<file path="config.mk">
export PLATFORM = sky130hd
export DESIGN_NAME = aes256_cbc_enc_ctrl
export DESIGN_NICKNAME = d
export VERILOG_FILES = /design/src/rtl/aes_cbc_pkg.sv /design/src/rtl/cbc_out_buf.sv /design/src/rtl/aes256_cbc_enc_ctrl.sv
export SDC_FILE = /design/constraint.sdc
export NUM_CORES = 1
export LEC_CHECK = 0
export ABC_CLOCK_PERIOD_IN_PS = 11780
export BUFFER_PORTS_ARGS = -buffer_cell sky130_fd_sc_hd__buf_2
export CAP_MARGIN = 20
export CORE_AREA = 4 4 259 261
export DETAILED_ROUTE_END_ITERATION = 8
export DIE_AREA = 0 0 263 265
export PLACE_DENSITY = 0.62
export SYNTH_ARGS = -nofsm -noshare
export SYNTH_HDL_FRONTEND = slang
export SYNTH_SLANG_ARGS = --single-unit
</file>
<file path="constraint.sdc">
create_clock -name clk -period 11.78 [get_ports clk]
set_input_delay 0 -clock clk [delete_from_list [all_inputs] [get_ports clk]]
set_output_delay 0 -clock clk [all_outputs]
set_load 0.01 [all_outputs]
</file>
<file path="src/rtl/aes_cbc_pkg.sv">
// Shared definitions for the AES-256 CBC encrypt and decrypt chaining controllers.
//   BLK_W       : AES block width in bits
//   cbc_state_e : chaining-controller FSM state encoding
package aes_cbc_pkg;

    parameter int unsigned BLK_W = 128;

    typedef enum logic [2:0] {
        StIdle,
        StReady,
        StIssue,
        StWait,
        StOut
    } cbc_state_e;

endpackage

</file>
<file path="src/rtl/cbc_out_buf.sv">
// One-entry valid/ready holding register with a last flag.
// Ports:
//   clk_i, rst_i      : clock, asynchronous active-high reset
//   en_i              : global enable; when low the entry neither loads nor drains
//   load_i            : capture data_i/last_i (only issued while the entry is empty)
//   data_i, last_i    : incoming block and end-of-message flag
//   valid_o           : entry holds a block
//   data_o, last_o    : held block and flag, stable until drained
//   ready_i           : downstream accepts the held block
module cbc_out_buf
    import aes_cbc_pkg::*;
#(
    parameter int unsigned Width = BLK_W
) (
    input  logic             clk_i,
    input  logic             rst_i,
    input  logic             en_i,
    input  logic             load_i,
    input  logic [Width-1:0] data_i,
    input  logic             last_i,
    output logic             valid_o,
    output logic [Width-1:0] data_o,
    output logic             last_o,
    input  logic             ready_i
);

    logic             valid_q, valid_d;
    logic [Width-1:0] data_q, data_d;
    logic             last_q, last_d;

    always_comb begin
        valid_d = valid_q;
        data_d  = data_q;
        last_d  = last_q;
        if (en_i) begin
            if (valid_q && ready_i) begin
                valid_d = 1'b0;
            end
            if (load_i) begin
                valid_d = 1'b1;
                data_d  = data_i;
                last_d  = last_i;
            end
        end
    end

    always_ff @(posedge clk_i or posedge rst_i) begin
        if (rst_i) begin
            valid_q <= 1'b0;
            data_q  <= '0;
            last_q  <= 1'b0;
        end else begin
            valid_q <= valid_d;
            data_q  <= data_d;
            last_q  <= last_d;
        end
    end

    assign valid_o = valid_q;
    assign data_o  = data_q;
    assign last_o  = last_q;

endmodule

</file>
<file path="src/rtl/aes256_cbc_enc_ctrl.sv">
// AES-256 CBC encryption chaining controller.
// Latches an IV, XORs each plaintext block with the chaining value, hands the result to an
// external AES core over valid/ready, and returns the ciphertext through a one-entry buffer.
// Ports:
//   clk, resetn (active-high async reset), enable_i (global freeze)
//   ivalid_i/iv_i                      : IV load
//   pvalid_i/p_i/plast_i/pready_o      : plaintext input stream
//   core_valid_o/core_blk_o/core_ready_i : block to AES core
//   core_done_i/core_c_i               : AES core result pulse
//   cvalid_o/c_o/clast_o/cready_i      : ciphertext output stream
//   busy_o, err_o (sticky), count_o    : status
module aes256_cbc_enc_ctrl #(
    parameter int unsigned BLK_W = 128,
    parameter int unsigned CNT_W = 16
) (
    input  logic             clk,
    input  logic             resetn,
    input  logic             enable_i,
    input  logic             ivalid_i,
    input  logic [BLK_W-1:0] iv_i,
    input  logic             pvalid_i,
    input  logic [BLK_W-1:0] p_i,
    input  logic             plast_i,
    output logic             pready_o,
    output logic             core_valid_o,
    output logic [BLK_W-1:0] core_blk_o,
    input  logic             core_ready_i,
    input  logic             core_done_i,
    input  logic [BLK_W-1:0] core_c_i,
    output logic             cvalid_o,
    output logic [BLK_W-1:0] c_o,
    output logic             clast_o,
    input  logic             cready_i,
    output logic             busy_o,
    output logic             err_o,
    output logic [CNT_W-1:0] count_o
);

    import aes_cbc_pkg::*;

    cbc_state_e       state_q, state_d;
    logic [BLK_W-1:0] chain_q, chain_d;
    logic [BLK_W-1:0] blk_q, blk_d;
    logic             last_q, last_d;
    logic [CNT_W-1:0] count_q, count_d;
    logic             busy_q, busy_d;
    logic             err_q, err_d;

    logic             buf_valid;
    logic             buf_load;
    logic             p_fire;
    logic [BLK_W-1:0] chain_eff;

    assign buf_load = enable_i && (state_q == StWait) && core_done_i;
    assign p_fire   = enable_i && pvalid_i && pready_o;
    // An IV reload in READY takes effect in the same cycle a block is accepted.
    assign chain_eff = (state_q == StReady && ivalid_i) ? iv_i : chain_q;

    // State register.
    always_ff @(posedge clk or posedge resetn) begin
        if (resetn) begin
            state_q <= StIdle;
            chain_q <= '0;
            blk_q   <= '0;
            last_q  <= 1'b0;
            count_q <= '0;
            busy_q  <= 1'b0;
            err_q   <= 1'b0;
        end else begin
            state_q <= state_d;
            chain_q <= chain_d;
            blk_q   <= blk_d;
            last_q  <= last_d;
            count_q <= count_d;
            busy_q  <= busy_d;
            err_q   <= err_d;
        end
    end

    // Next-state and datapath.
    always_comb begin
        state_d = state_q;
        chain_d = chain_q;
        blk_d   = blk_q;
        last_d  = last_q;
        count_d = count_q;
        busy_d  = busy_q;
        err_d   = err_q;
        if (enable_i) begin
            if (core_done_i && state_q != StWait) begin
                err_d = 1'b1;
            end
            unique case (state_q)
                StIdle: begin
                    if (ivalid_i) begin
                        chain_d = iv_i;
                        count_d = '0;
                        busy_d  = 1'b1;
                        state_d = StReady;
                    end
                end
                StReady: begin
                    if (ivalid_i) begin
                        chain_d = iv_i;
                        count_d = '0;
                    end
                    if (p_fire) begin
                        blk_d   = p_i ^ chain_eff;
                        last_d  = plast_i;
                        state_d = StIssue;
                    end
                end
                StIssue: begin
                    if (ivalid_i) err_d = 1'b1;
                    if (core_ready_i) state_d = StWait;
                end
                StWait: begin
                    if (ivalid_i) err_d = 1'b1;
                    if (core_done_i) begin
                        chain_d = core_c_i;
                        count_d = count_q + CNT_W'(1);
                        state_d = StOut;
                    end
                end
                StOut: begin
                    if (ivalid_i) err_d = 1'b1;
                    if (buf_valid && cready_i) begin
                        if (last_q) begin
                            busy_d  = 1'b0;
                            state_d = StIdle;
                        end else begin
                            state_d = StReady;
                        end
                    end
                end
                default: state_d = StIdle;
            endcase
        end
    end

    // Outputs.
    always_comb begin
        pready_o     = (state_q == StReady) && !buf_valid;
        core_valid_o = (state_q == StIssue);
    end

    assign core_blk_o = blk_q;
    assign busy_o     = busy_q;
    assign err_o      = err_q;
    assign count_o    = count_q;
    assign cvalid_o   = buf_valid;

    cbc_out_buf #(
        .Width (BLK_W)
    ) u_out_buf (
        .clk_i   (clk),
        .rst_i   (resetn),
        .en_i    (enable_i),
        .load_i  (buf_load),
        .data_i  (core_c_i),
        .last_i  (last_q),
        .valid_o (buf_valid),
        .data_o  (c_o),
        .last_o  (clast_o),
        .ready_i (cready_i)
    );

endmodule

</file>
Word level (Yosys, flattened, before mapping)
Index checks and enable logic that the tools add are counted.

Bits in registers: 408. Word-level logic and storage cells: 68.

$add $sub $neg: 1. Equal/unequal tests: 12. Mux-type cells: 23. Bitwise logic cells: 1. Reductions and logical operators: 21.

Operators with widths (number): $mux W128 (3); $pmux W128 S2 (1); $xor A128 B128 Y128 (1); $mux W16 (2); $pmux W16 S2 (1); $add A16 B1 Y16 const B (1); $mux W3 (5); $pmux W3 S5 (1); $ne A2 B2 Y1 const B (5); $mux W1 (9); $logic_and A1 B1 Y1 (8); $eq A3 B2 Y1 const B (2); $reduce_and A6 Y1 (1); $reduce_bool A2 Y1 (3); $reduce_and A5 Y1 (1); $ne A2 B1 Y1 const B (2); $reduce_and A2 Y1 (2); $reduce_and A4 Y1 (1); $eq A3 B1 Y1 const B (1); $eq A3 B3 Y1 const B (1); $logic_not A3 Y1 (1); $ne A3 B2 Y1 const B (1); $reduce_and A3 Y1 (1); $reduce_or A3 Y1 (1); 3 further kinds (3).

Longest topological paths before layout
Gate-level depths: netlist of run 1.

Depth after elaboration: 5. Mapped depth: 8. Gate-level depth less buffers: 5.

By module
A second synthesis of run 1 with hierarchy kept.

Cell total of the unflattened synthesis: 1655. Area, all modules: 19338.5 µm².

By module, submodules not included: aes256_cbc_enc_ctrl (times used 1, cells an instance 1378, area an instance 13983.4 µm², seq. area each 6956.7 µm²); cbc_out_buf (times used 1, cells an instance 277, area an instance 5355.1 µm², seq. area each 3253.1 µm²).

Worst setup path after synthesis of run 1
Ideal clock, no wire load.

Kind: register to register. From: register state_q[1]. To: register last_q. Setup time: 0.128 ns. Arrival: 1.643 ns. Path slack: 10.009 ns. Cell stages (with the launch flop): 7. Buffers on the path: 3. Period minus slack after synthesis: 1.771 ns. Cells stage by stage: dfrtp_1 -> buf_4 -> nor4b_4 -> nand3_2 -> buf_2 -> buf_2 -> mux2_1.

Cells in the longest elaborated chain, start to end: 4.

RTL lines: start: declaration (RTL line aes256_cbc_enc_ctrl.sv:41) `cbc_state_e state_q, state_d;`; start signal: assignment (RTL line aes256_cbc_enc_ctrl.sv:62) `state_q <= StIdle;`; start signal: assignment (RTL line aes256_cbc_enc_ctrl.sv:70) `state_q <= state_d;`; $eq A3 B1 Y1 (RTL line aes256_cbc_enc_ctrl.sv:143) `pready_o = (state_q == StReady) && !buf_valid;`; $logic_and A1 B1 Y1 (RTL line aes256_cbc_enc_ctrl.sv:143); net pready_o (RTL line aes256_cbc_enc_ctrl.sv:24) `output logic pready_o,`; $logic_and A1 B1 Y1 (RTL line aes256_cbc_enc_ctrl.sv:55) `assign p_fire = enable_i && pvalid_i && pready_o;`; $reduce_and A3 Y1 (no line); end signal: assignment (RTL line aes256_cbc_enc_ctrl.sv:73) `last_q <= last_d;`; end: declaration (RTL line aes256_cbc_enc_ctrl.sv:44) `logic last_q, last_d;`.

The timed path passes the listed nets, and every way through them passes these cells. A chain may end at the register's enable or synchronous reset.

Worst setup path after layout of run 1
From: register state_q[2]. To: register blk_q[46] (netlist: core_blk_o[46]).

Cells in the longest elaborated chain, start to end: 4. Elaborated cells between the ends (all ways): 7. Classes of those cells: 1 x eq/ne; 1 x mux; 1 x bitwise; 4 x reduce/logical.

RTL lines: $eq A3 B1 Y1 * (RTL line aes256_cbc_enc_ctrl.sv:57, aes256_cbc_enc_ctrl.sv:93, aes256_cbc_enc_ctrl.sv:143); $logic_and A1 B1 Y1 (on tied branches) (RTL line aes256_cbc_enc_ctrl.sv:57, aes256_cbc_enc_ctrl.sv:143); $mux W128 or $logic_and A1 B1 Y1 (tied branches) (RTL line aes256_cbc_enc_ctrl.sv:57, aes256_cbc_enc_ctrl.sv:55); $xor A128 B128 Y128 or $reduce_and A3 Y1 (tied branches); end signal: assignment (RTL line aes256_cbc_enc_ctrl.sv:72) `blk_q <= blk_d;`; end: declaration (RTL line aes256_cbc_enc_ctrl.sv:43) `logic [BLK_W-1:0] blk_q, blk_d;`.

Every way passes the cells marked *; elsewhere a longest branch is shown, timed or not.

==> results of run 1 <==
==> worst max-delay path: cells and delay by family (launching register included) <==
family,cells,cell delay [ps]
buffers and inverters,2,1410
AO/OA/AOI/OAI,1,60
AND/OR/NAND/NOR,1,890
flip-flops,1,560
multiplexers,1,340
XOR/XNOR,1,240
==> area by class of cell <==
class | count | area [µm²]
repair buffers | 1187 | 8511
well taps | 855 | 1070
clock buffers | 78 | 1423
inverters | 4 | 22.52
multi-input cells | 1139 | 8139
diodes | 3 | 7.507
clock inverters | 4 | 48.80
fillers | 5734 | 35030
flip-flops and latches | 408 | 10210
==> logic make-up after synthesis <==
group                      synth area share (%)
AOI/OAI and AO/OA                         8.169
muxes                                     21.46
buffers and inverters                     3.058
and+or+nand+nor                           7.156
xor gates and xnor gates                  6.070
DFF                                       54.02
adders and majority gates               0.06619
==> final timing paths <==
check                                                     to  cells past startpoint  slack, ps
max in group asynchronous  u_out_buf.data_o[122]$_DFFE_PP0P_                      5       9220
hold reg to reg                            err_o$_DFFE_PP0P_                      1        460
setup reg to reg                  core_blk_o[46]$_DFFE_PP0P_                      6       7960
min in group asynchronous        core_blk_o[107]$_DFFE_PP0P_                      3        180
setup / recovery                  core_blk_o[46]$_DFFE_PP0P_                      6       7960
hold / removal                        count_o[0]$_DFFE_PP0P_                      4         50
==> metrics by stage <==
step	instances	hold slack, ps	util, %
detailed placement	3093	220.7	35.60
floorplan	1657	131.7	-
CTS	3675	6.813	45.64
finish	3678	51.33	45.65
global placement	3093	218.3	35.60
global route	3678	61.76	45.65
==> layout by cell type, fill, tap and decap left out, types with 3 or more instances in the layout <==
cell | synthesis | layout
clkbuf_8 | 0 | 13
mux2_1 | 67 | 67
dlygate4sd3_1 | 0 | 500
mux2_2 | 63 | 63
o21ai_1 | 239 | 239
and3_1 | 3 | 3
a21o_1 | 4 | 4
mux2i_1 | 259 | 259
inv_1 | 4 | 3
dfrtp_1 | 408 | 408
xor2_1 | 129 | 129
or3_1 | 3 | 3
a21oi_1 | 11 | 11
diode_2 | 0 | 3
o21ai_0 | 24 | 24
clkbuf_1 | 29 | 18
nand2_1 | 275 | 275
buf_2 | 54 | 670
buf_4 | 20 | 15
clkbuf_16 | 0 | 47
nor2_1 | 11 | 10
nand2b_1 | 5 | 5
nand4_1 | 4 | 4
nand3_1 | 7 | 7
==> flip-flops by register name, indices dropped and copies added (netlist names) <==
signal,flops
busy_o,1
state_q,3
u_out_buf.valid_o,1
u_out_buf.data_o,128
chain_q,128
core_blk_o,128
count_o,16
last_q,1
u_out_buf.last_o,1
err_o,1
==> cells in the mapped netlist (2+ instances only) <==
cell type  number
o41ai_1         2
dfrtp_1       408
nand2b_1        5
nand2_1       275
mux2_2         63
buf_4          20
nor2_1         11
nand3_1         7
o211ai_1        2
and3_1          3
xnor2_1         2
o21ai_1       239
inv_1           4
nor3_1          2
mux2_1         67
or3_1           3
o21ai_0        24
a21o_1          4
mux2i_1       259
buf_6           3
nand4_1         4
a21oi_1        11
clkbuf_1       29
xor2_1        129
buf_2          54
==> power groups by stage <==
stage | clock network (mW) | logic, mW | registers [mW]
after floorplan | 0 | 1.34 | 2.53
after global placement | 0 | 2.32 | 2.38
after detailed placement | 0 | 2.38 | 2.41
after CTS | 1.45 | 2.79 | 2.39
after global routing | 1.51 | 3.09 | 2.48
final | 1.42 | 2.83 | 2.41
==> repair_timing <==
action / in CTS / in global routing
hold buffers: 500 / 0
hold endpoints to repair: 506 / 0
resized for setup: 0 / 0
==> routing by layer <==
| layer | GRT usage (%) | share of wire (%) | vias to the layer above |
|---|---|---|---|
| li1 | - | - | 7992 |
| met1 | 21.83 | 38 | 8559 |
| met2 | 34.63 | 51 | 642 |
| met3 | 3.843 | 5.3 | 227 |
| met4 | 9.157 | 4.9 | 0 |
| met5 | 0 | 0 | - |
==> results.md, run 1 <==
* Synthesis-to-layout area growth at 55.71%
* Combinational share of power at 42.5%
* HP Class: primary input to flop
* Vias in the first global route at 19470
* Critical Path RT at 12170 ps
* Total power at 6.657 mW
* Clock skew at 15.24 ps
* Worst setup SP type: flop
* Fin nets at 3180
* Final worst-path cycle share at 32.40%
* Fraction of layout cells with a size suffix above 1 at 29.18%
* TritonCTS buffer count at 46
* Die area at 69700 µm²
* Primary FF master, synth: dfrtp_1
* # DRC at 0
* Routed Wire Length at 69440 µm
* H-tree lvl count at 2
* Synth area leader: dfrtp_1
* Area share of the leading cell type in the synthesized netlist at 54.02%
* Part of the power in the clock network at 21.3%
* Fin. Hold Viols at 0
* Lkg Pwr at 14.62 nW
* Final HPWL DP at 44790 µm
* Worst Setup SP: state_q[2]$_DFFE_PP0P_
* CTS tree: built
* Total internal power at 4.253 mW
* Gr ovfl total at 0
* Total core area at 64460 µm²
* Clock Path Buffers at 3
* Final ANT Viol Nets at 0
* Asr flop ratio synth at 100.0%
* Worst-skew pair later-pin latency at 560 ps
* Number of synthesized flops with an enable pin at 0
* Die width at 263 µm
* TritonCTS Sinks at 408
* Ys Warns at 0
* Setup TNS at 0 ps
* Max VDD drop at 0.0001311 V
* Top-Level Pins at 671
* Crit-path max cell delay at 890 ps
* Slowest-stage cell, CP: and4bb_4
* Total track usage at 19.20%
* Cell count after synthesis at 1657
* Design area at 29430 µm²
* First-pass GRT wire length at 109000 µm
* Pwr dens at 226.2 nW/µm²
* Sequential area share after synthesis at 54.02%
* Number of port buffers at 670
* Fmax at 0.2620 GHz
* DR vias at 17420
* Synth area leaders: dfrtp_1 (54%), mux2i_1 (14%), o21ai_1 (6.3%)
* Crit-path cells: and4bb_4, buf_4, mux2i_1, xor2_1, dlygate4sd3_1, o21ai_1
* Crit path DAT at 4210 ps
* CP Class: flop to flop
* Setup slack at placement at 8485 ps
* FF-to-FF Start: state_q[2]$_DFFE_PP0P_
* Crit-path max FO at 51
* Switching Fraction at 36.11%
* Sequential fraction of design power at 36.2%
* Status: complete, no violations
* NetSw at 2.404 mW
* Crit end category: flop
* Post-Syn Area at 18900 µm²
* Syn Nets at 2051
* MaxCap Viol Count at 0
* Syn Area/Cell at 11.41 µm²
* Count of different cell masters after synthesis at 52
* CTS Root Cell: clkbuf_16
* Worst setup margin at 7963 ps
* Largest net degree at the start of global routing at 163
* Hold_sp: ivalid_i
* Slew Viols, Final at 0
* Row count at 93
* RD Place Congestion at 0.8416
* Final number of setup-violating endpoints at 0
* Wirelength per Cell at 18.88 µm
* CTS clk-pin slew, worst paths at 50 ps
* DR vias/cell at 4.736
* 1st-pass router iterations at 4
* Post-route minimum period at 3817 ps
* Initial antenna violation count at 3
* Starting density of the core at 29.32%
* DIE HEIGHT at 265 µm
* Slew Limit Headroom at 28.37%
* Slew @ Worst Pin at 1074 ps
* Post-CTS setup buffers at 0
* RSZ-0062 raised after global routing: false
* Synthesized flop and latch total at 408
* Placed cell area at 22950 µm²
* Initial DRC Count at 904
Note: power is estimated with default switching activity, not from simulation.
==> run 2, diff against run 1 <==
ABC_CLOCK_PERIOD_IN_PS = 3400   (was 11780)
clock period = 3.4 ns   (was 11.78 ns; I/O delays follow)
==> run 2 against run 1 <==
  * Clock-buffer cell count shrank 8
  * Die area unchanged
  * Power rose to 3.5 times the previous value
  * Clock power grew to 3.8 times the previous value
  * Routed wire length down 1.5%
  * Utilization rose by 0.50 points
  * Sequential cell count is the same
  * Combinational power increased to 3.4 times the previous value
  * Maximum frequency grew 22%
==> results.md, run 2 (synthesis results as in run 1) <==
* Setup TNS at 0 ps
* CTS tree: built
* Routed Wire Length at 68420 µm
* Fmax at 0.3208 GHz
* Slew Limit Headroom at 51.37%
* Worst-skew pair later-pin latency at 560 ps
* Hold path depth at 4
* Row count at 93
* Crit end category: flop
* Final ANT Viol Nets at 0
* Slew @ Worst Pin at 727.9 ps
* Fin nets at 3181
* CTS Root Cell: clkbuf_16
* WP buf/inv at 3
* Final number of setup-violating endpoints at 0
* Commonest non-fill, non-tap cell in the layout: buf_2
* HP Class: primary input to flop
* Multi-input gate area at 8139 µm²
* Die width at 263 µm
* Delay-heaviest family, CP: buffers and inverters
* Post-route minimum period at 3118 ps
* Slew Viols, Final at 0
* DR vias at 17220
* Seq. cell area at 10210 µm²
* Total track usage at 18.84%
* TritonCTS buffer count at 46
* Max VDD drop at 0.0004673 V
* Crit path top cell by count: buf_12
* Crit-path max FO at 37
* Synthesis-to-layout area growth at 57.41%
* First-pass GRT wire length at 106600 µm
* Gr ovfl total at 0
* Status: complete, no violations
* Largest net degree at the start of global routing at 130
* Final HPWL DP at 45710 µm
* DR vias/cell at 4.675
* Starting density of the core at 29.32%
* RSZ-0062 raised after global routing: false
* MaxCap Viol Count at 0
* H-tree lvl count at 2
* Clock skew at 9.992 ps
* Crit-path cells: and4bb_4, buf_12, buf_12, mux2i_1, xor2_1, dlygate4sd3_1, o21ai_1
* Initial antenna violation count at 7
* CP Class: flop to flop
* Total core area at 64460 µm²
* Crit-path max cell delay at 720 ps
* Slowest-stage cell, CP: and4bb_4
* Fill count at 5696
* TritonCTS Sinks at 408
* Pwr dens at 788.3 nW/µm²
* Crit path depth at 7
* 1st-pass router iterations at 5
* Crit path DAT at 3530 ps
* Initial DRC Count at 969
* Vias in the first global route at 18940
* CTS clk-pin slew, worst paths at 60 ps
* Total power at 23.46 mW
* # DRC at 0
* Fraction of layout cells with a size suffix above 1 at 30.04%
* R2R cell count at 7
* Worst setup SP type: flop
* Lkg Pwr at 14.77 nW
* RD Place Congestion at 0.8695
* Fin. Hold Viols at 0
* DIE HEIGHT at 265 µm
* Number of port buffers at 670
* Final worst-path cycle share at 91.70%
* Most frequent cells in the layout: buf_2 (670), dlygate4sd3_1 (486), dfrtp_1 (408)
* Critical Path RT at 3810 ps
* Clock Path Buffers at 3
* Top-Level Pins at 671
* Wirelength per Cell at 18.57 µm
* Die area at 69700 µm²
==> run 2: path summary, 6_finish.rpt <==
kind	startpoint	endpoint	slack [ps]
setup / recovery	state_q[2]$_DFFE_PP0P_	core_blk_o[110]$_DFFE_PP0P_	280
hold / removal	pvalid_i	state_q[1]$_DFFE_PP0P_	10
setup reg to reg	state_q[2]$_DFFE_PP0P_	core_blk_o[110]$_DFFE_PP0P_	280
hold reg to reg	core_blk_o[67]$_DFFE_PP0P_	core_blk_o[67]$_DFFE_PP0P_	480
max in group asynchronous	resetn	u_out_buf.data_o[95]$_DFFE_PP0P_	2210
min in group asynchronous	resetn	core_blk_o[63]$_DFFE_PP0P_	130
==> run 2: layout make-up <==
type | count | area share, %
antenna | 6 | 0.05046
clock buffer | 70 | 4.681
clock inverter | 14 | 0.8789
inverter | 4 | 0.06308
multi-input combinational | 1139 | 27.36
sequential | 408 | 34.32
tap | 855 | 3.596
timing repair buffer | 1188 | 29.06
==> run 2: report_power, final <==
part,leakage [nW],switching (mW),internal (mW)
clock,0.805,2.05,3.36
combinational,8.88,4.94,4.74
sequential,5.09,1.32,7.05
==> run 2: per-stage QoR <==
step                utilization, %  worst slack [ps]  hold slack, ps  cells  cell area (µm²)
floorplan                        -             -2098           131.7   1657            18900
global placement             36.02             890.6           178.8   3108            23220
detailed placement           36.02             856.1           168.0   3108            23220
CTS                          46.13             341.7           9.747   3678            29740
global route                 46.15             142.9           62.52   3684            29750
finish                       46.15             282.3           10.87   3684            29750
==> run 2: worst reg2reg max path: cells and delay by family, from the launching register on <==
kind | cells | cell delay, ps
buffers and inverters | 3 | 1180
xor gates and xnor gates | 1 | 190
and+or+nand+nor | 1 | 720
DFF | 1 | 570
AOI/OAI and AO/OA | 1 | 70
muxes | 1 | 250
==> run 2: timing repair <==
| item | CTS | global route |
|---|---|---|
| hold buffers | 486 | 0 |
| setup endpoints to repair | 0 | 0 |
| gates resized for setup | 0 | 0 |
| buffers inserted | 0 | 0 |
| hold endpoints to repair | 415 | 0 |
==> run 2: metal layers <==
| layer | wire [µm] | GRT usage [%] |
|---|---|---|
| met5 | 13 | 0 |
| met4 | 3480 | 9.502 |
| met3 | 3863 | 4.056 |
| met2 | 35550 | 34.07 |
| met1 | 25520 | 20.96 |
==> run 3, diff against run 2 <==
CELL_PAD_IN_SITES_DETAIL_PLACEMENT = 1   (was not set)
CELL_PAD_IN_SITES_GLOBAL_PLACEMENT = 2   (was not set)
CORE_AREA = not set   (was 4 4 259 261)
CORE_ASPECT_RATIO = 2   (was not set)
CORE_MARGIN = 4   (was not set)
CORE_UTILIZATION = 29   (was not set)
CTS_BUF_LIST = sky130_fd_sc_hd__clkbuf_4   (was not set)
DIE_AREA = not set   (was 0 0 263 265)
PLACE_DENSITY = 0.88   (was 0.62)
==> run 3 against run 2 <==
  * The flow now stops in clock tree synthesis (4_1_cts)
  * Area after synthesis did not move
  * Synthesized cell count did not move
==> results.md, run 3 <==
* Setup slack at placement at 949.9 ps
* Number of hold buffers added after cts at 664
* Row count at 132
* RD Place Congestion at 0.8563
* Status: aborted with a tool error
* Die width at 188.5 µm
* Asr flop ratio synth at 100.0%
* Sequential area share after synthesis at 54.02%
* Number of synthesized flops with an enable pin at 0
* Number of port buffers at 670
* Top-Level Pins at 671
* Starting density of the core at 29.19%
* Count of different cell masters after synthesis at 52
* Halt point of the flow: clock tree synthesis (4_1_cts)
* H-tree lvl count at 3
* Synthesized flop and latch total at 408
* Final HPWL DP at 52530 µm
* Ys Warns at 0
* Post-Syn Area at 18900 µm²
* DIE HEIGHT at 369.0 µm
* Post-cts resize count at 0
* Primary FF master, synth: dfrtp_1
* Post-CTS setup buffers at 0
* Area share of the leading cell type in the synthesized netlist at 54.02%
* Syn Nets at 2051
* Synth area leaders: dfrtp_1 (54%), mux2i_1 (14%), o21ai_1 (6.3%)
* TritonCTS Sinks at 408
* Clock Path Buffers at 3
* Log Error: [ERROR RSZ-0060] Max buffer count reached.
* Synth area leader: dfrtp_1
* CTS Root Cell: clkbuf_4
* Syn Area/Cell at 11.41 µm²
* TritonCTS buffer count at 99
* Cell count after synthesis at 1657
* Most frequent cells after synthesis: dfrtp_1 (408), nand2_1 (275), mux2i_1 (259)
* Top-count cell post-synth: dfrtp_1
==> run 3: cell counts after synthesis <==
No cell type changed its count.
==> run 3: cell families after synthesis <==
group	synth area share, %
flops	54.02
compound gates	8.169
fa+ha+maj	0.06619
simple gates	7.156
buf+inv	3.058
xor+xnor	6.070
mux	21.46
==> run 3: through the flow <==
step	instance area (µm²)	TNS, ps	hold WS (ps)	instances	util [%]
3_3_place_gp	23260	0	220.7	3124	35.93
3_5_place_dp	23260	0	224.1	3124	35.93
2_1_floorplan	18900	-855850	131.7	1657	-
==> run 4, diff against run 3 <==
ABC_CLOCK_PERIOD_IN_PS = 4400   (was 3400)
CELL_PAD_IN_SITES_DETAIL_PLACEMENT = not set   (was 1)
CELL_PAD_IN_SITES_GLOBAL_PLACEMENT = not set   (was 2)
CORE_ASPECT_RATIO = not set   (was 2)
CORE_UTILIZATION = 20   (was 29)
CTS_BUF_LIST = not set   (was sky130_fd_sc_hd__clkbuf_4)
PLACE_DENSITY = not set   (was 0.88)
PLACE_DENSITY_LB_ADDON = 0.15   (was not set)
clock period = 4.4 ns   (was 3.4 ns; I/O delays follow)
==> run 4 against run 3 <==
  * The flow now finishes without violations
==> results.md, run 4 (synthesis results as in run 1) <==
* Wirelength per Cell at 17.70 µm
* Starting density of the core at 20.22%
* Slew Viols, Final at 0
* Initial antenna violation count at 2
* Hold_sp: core_c_i[112]
* Sequential fraction of design power at 34.9%
* WP buf/inv at 3
* Top-Level Pins at 671
* # DRC at 0
* Critical Path RT at 4900 ps
* CTS tree: built
* DR vias at 16550
* Pwr dens at 600.5 nW/µm²
* Lkg Pwr at 14.84 nW
* Fin. Hold Viols at 0
* Gr ovfl total at 0
* Post-CTS setup buffers at 0
* Largest net degree at the start of global routing at 141
* Initial DRC Count at 556
* Worst-skew pair later-pin latency at 620 ps
* Multi-input gate area at 8145 µm²
* Total power at 18.25 mW
* Max VDD drop at 0.0003606 V
* Die area at 99490 µm²
* CTS Root Cell: clkbuf_16
* Total core area at 93470 µm²
* RSZ-0062 raised after global routing: false
* Synthesis-to-layout area growth at 60.82%
* FF-to-FF Start: state_q[2]$_DFFE_PP0P_
* Crit-path cells: and4bb_4, buf_12, mux2i_1, xor2_1, dlygate4sd3_1, o21ai_1, dlygate4sd3_1
* Combinational share of power at 41.5%
* Most frequent cells in the layout: buf_2 (670), dlygate4sd3_1 (508), dfrtp_1 (408)
* Worst setup SP type: flop
* Die width at 315.4 µm
* HP Class: primary input to flop
* Fraction of layout cells with a size suffix above 1 at 29.63%
* Internal reg-to-reg setup slack at 1190 ps
* First-pass GRT wire length at 108800 µm
* WHS Endpoint: u_out_buf.data_o[112]$_DFFE_PP0P_
* CTS clk-pin slew, worst paths at 50 ps
* TritonCTS Sinks at 408
* 1st-pass router iterations at 4
* Crit path DAT at 3710 ps
* Total track usage at 14.13%
* Clock skew at 25.44 ps
* Final worst-path cycle share at 72.96%
* Crit-path max FO at 59
* Setup TNS at 0 ps
* Seq. cell area at 10210 µm²
* Crit end category: flop
* Vias in the first global route at 18050
* Placed cell area at 23580 µm²
* Slew Limit Headroom at 37.99%
* RD Place Congestion at 0.7959
* Slowest-stage cell, CP: dfrtp_1
* DR vias/cell at 4.036
* Fill count at 9694
* DIE HEIGHT at 315.4 µm
* Hold path depth at 3
* Switching Fraction at 35.59%
* Fin nets at 3197
* Clock Path Buffers at 3
* NetSw at 6.497 mW
* TritonCTS buffer count at 54
* Number of hold buffers added after cts at 508
* Status: complete, no violations
* Design area at 30400 µm²
* CP Class: flop to flop
* Crit path top cell by count: dlygate4sd3_1
* Final HPWL DP at 50780 µm
* Routed Wire Length at 72570 µm
* MaxCap Viol Count at 0
* Fin util at 32.52%
* Crit path depth at 7
* Number of port buffers at 670
* Total internal power at 11.76 mW
* RR Endpoint: core_blk_o[4]$_DFFE_PP0P_
* R2R cell count at 7
* Commonest non-fill, non-tap cell in the layout: buf_2
* Post-cts resize count at 0
* Final ANT Viol Nets at 0
* Slew @ Worst Pin at 930.1 ps
* Final number of setup-violating endpoints at 0
* Crit-path max cell delay at 570 ps
* Fmax at 0.3115 GHz
* Part of the power in the clock network at 23.6%
* Delay-heaviest family, CP: buffers and inverters
* Row count at 112
* Post-route minimum period at 3210 ps
* H-tree lvl count at 2
## run 4: area by class of cell
type | count | share of cell area [%]
diodes | 2 | 0.01647
clock buffers | 84 | 5.277
clock inverters | 14 | 0.3952
inverters | 4 | 0.06175
multi-input cells | 1139 | 26.80
flip-flops and latches | 408 | 33.59
well taps | 1254 | 5.162
repair buffers | 1196 | 28.70
## run 4: tightest hold or removal path, stage by stage
cell and delay, ps:
dlygate4sd3_1 510, buf_2 110, mux2_1 120
## run 4: per-layer routing
metal | GRT usage, % | vias up | wire [µm]
met5 | 0 | - | 0
met3 | 3.054 | 135 | 4053
met1 | 15.91 | 7914 | 28310
li1 | - | 8027 | -
met4 | 5.802 | 0 | 2838
met2 | 25.81 | 475 | 37370
## run 4: how the worst max path moves through the flow
stage | slack, ps | from | end
after CTS | 1170 | state_q[2]$_DFFE_PP0P_ | core_blk_o[127]$_DFFE_PP0P_
after global routing | 990 | state_q[1]$_DFFE_PP0P_ | core_blk_o[4]$_DFFE_PP0P_
after floorplan | -1100 | resetn | busy_o$_DFFE_PP0P_
after global placement | 1820 | state_q[2]$_DFFE_PP0P_ | chain_q[125]$_DFFE_PP0P_
after detailed placement | 1770 | state_q[2]$_DFFE_PP0P_ | chain_q[124]$_DFFE_PP0P_
final | 1190 | state_q[2]$_DFFE_PP0P_ | core_blk_o[4]$_DFFE_PP0P_
## run 4: stage by stage
step                      setup slack (ps)  hold WS, ps  std cells
after floorplan                      -1098        131.7       1657
after global placement                1821        108.6       3493
after detailed placement              1773        100.0       3493
after CTS                             1171        86.39       4099
after global routing                 989.6        130.4       4101
final                                 1190        163.6       4101
## run 4: power groups by stage
| stage | Sequential, mW | Combinational, mW | Clock [mW] |
|---|---|---|---|
| 2_1_floorplan | 6.79 | 3.59 | 0 |
| 3_3_place_gp | 6.38 | 6.48 | 0 |
| 3_5_place_dp | 6.44 | 6.55 | 0 |
| 4_1_cts | 6.39 | 7.69 | 4.51 |
| 5_1_grt | 6.60 | 8.35 | 4.66 |
| 6_report | 6.37 | 7.58 | 4.31 |
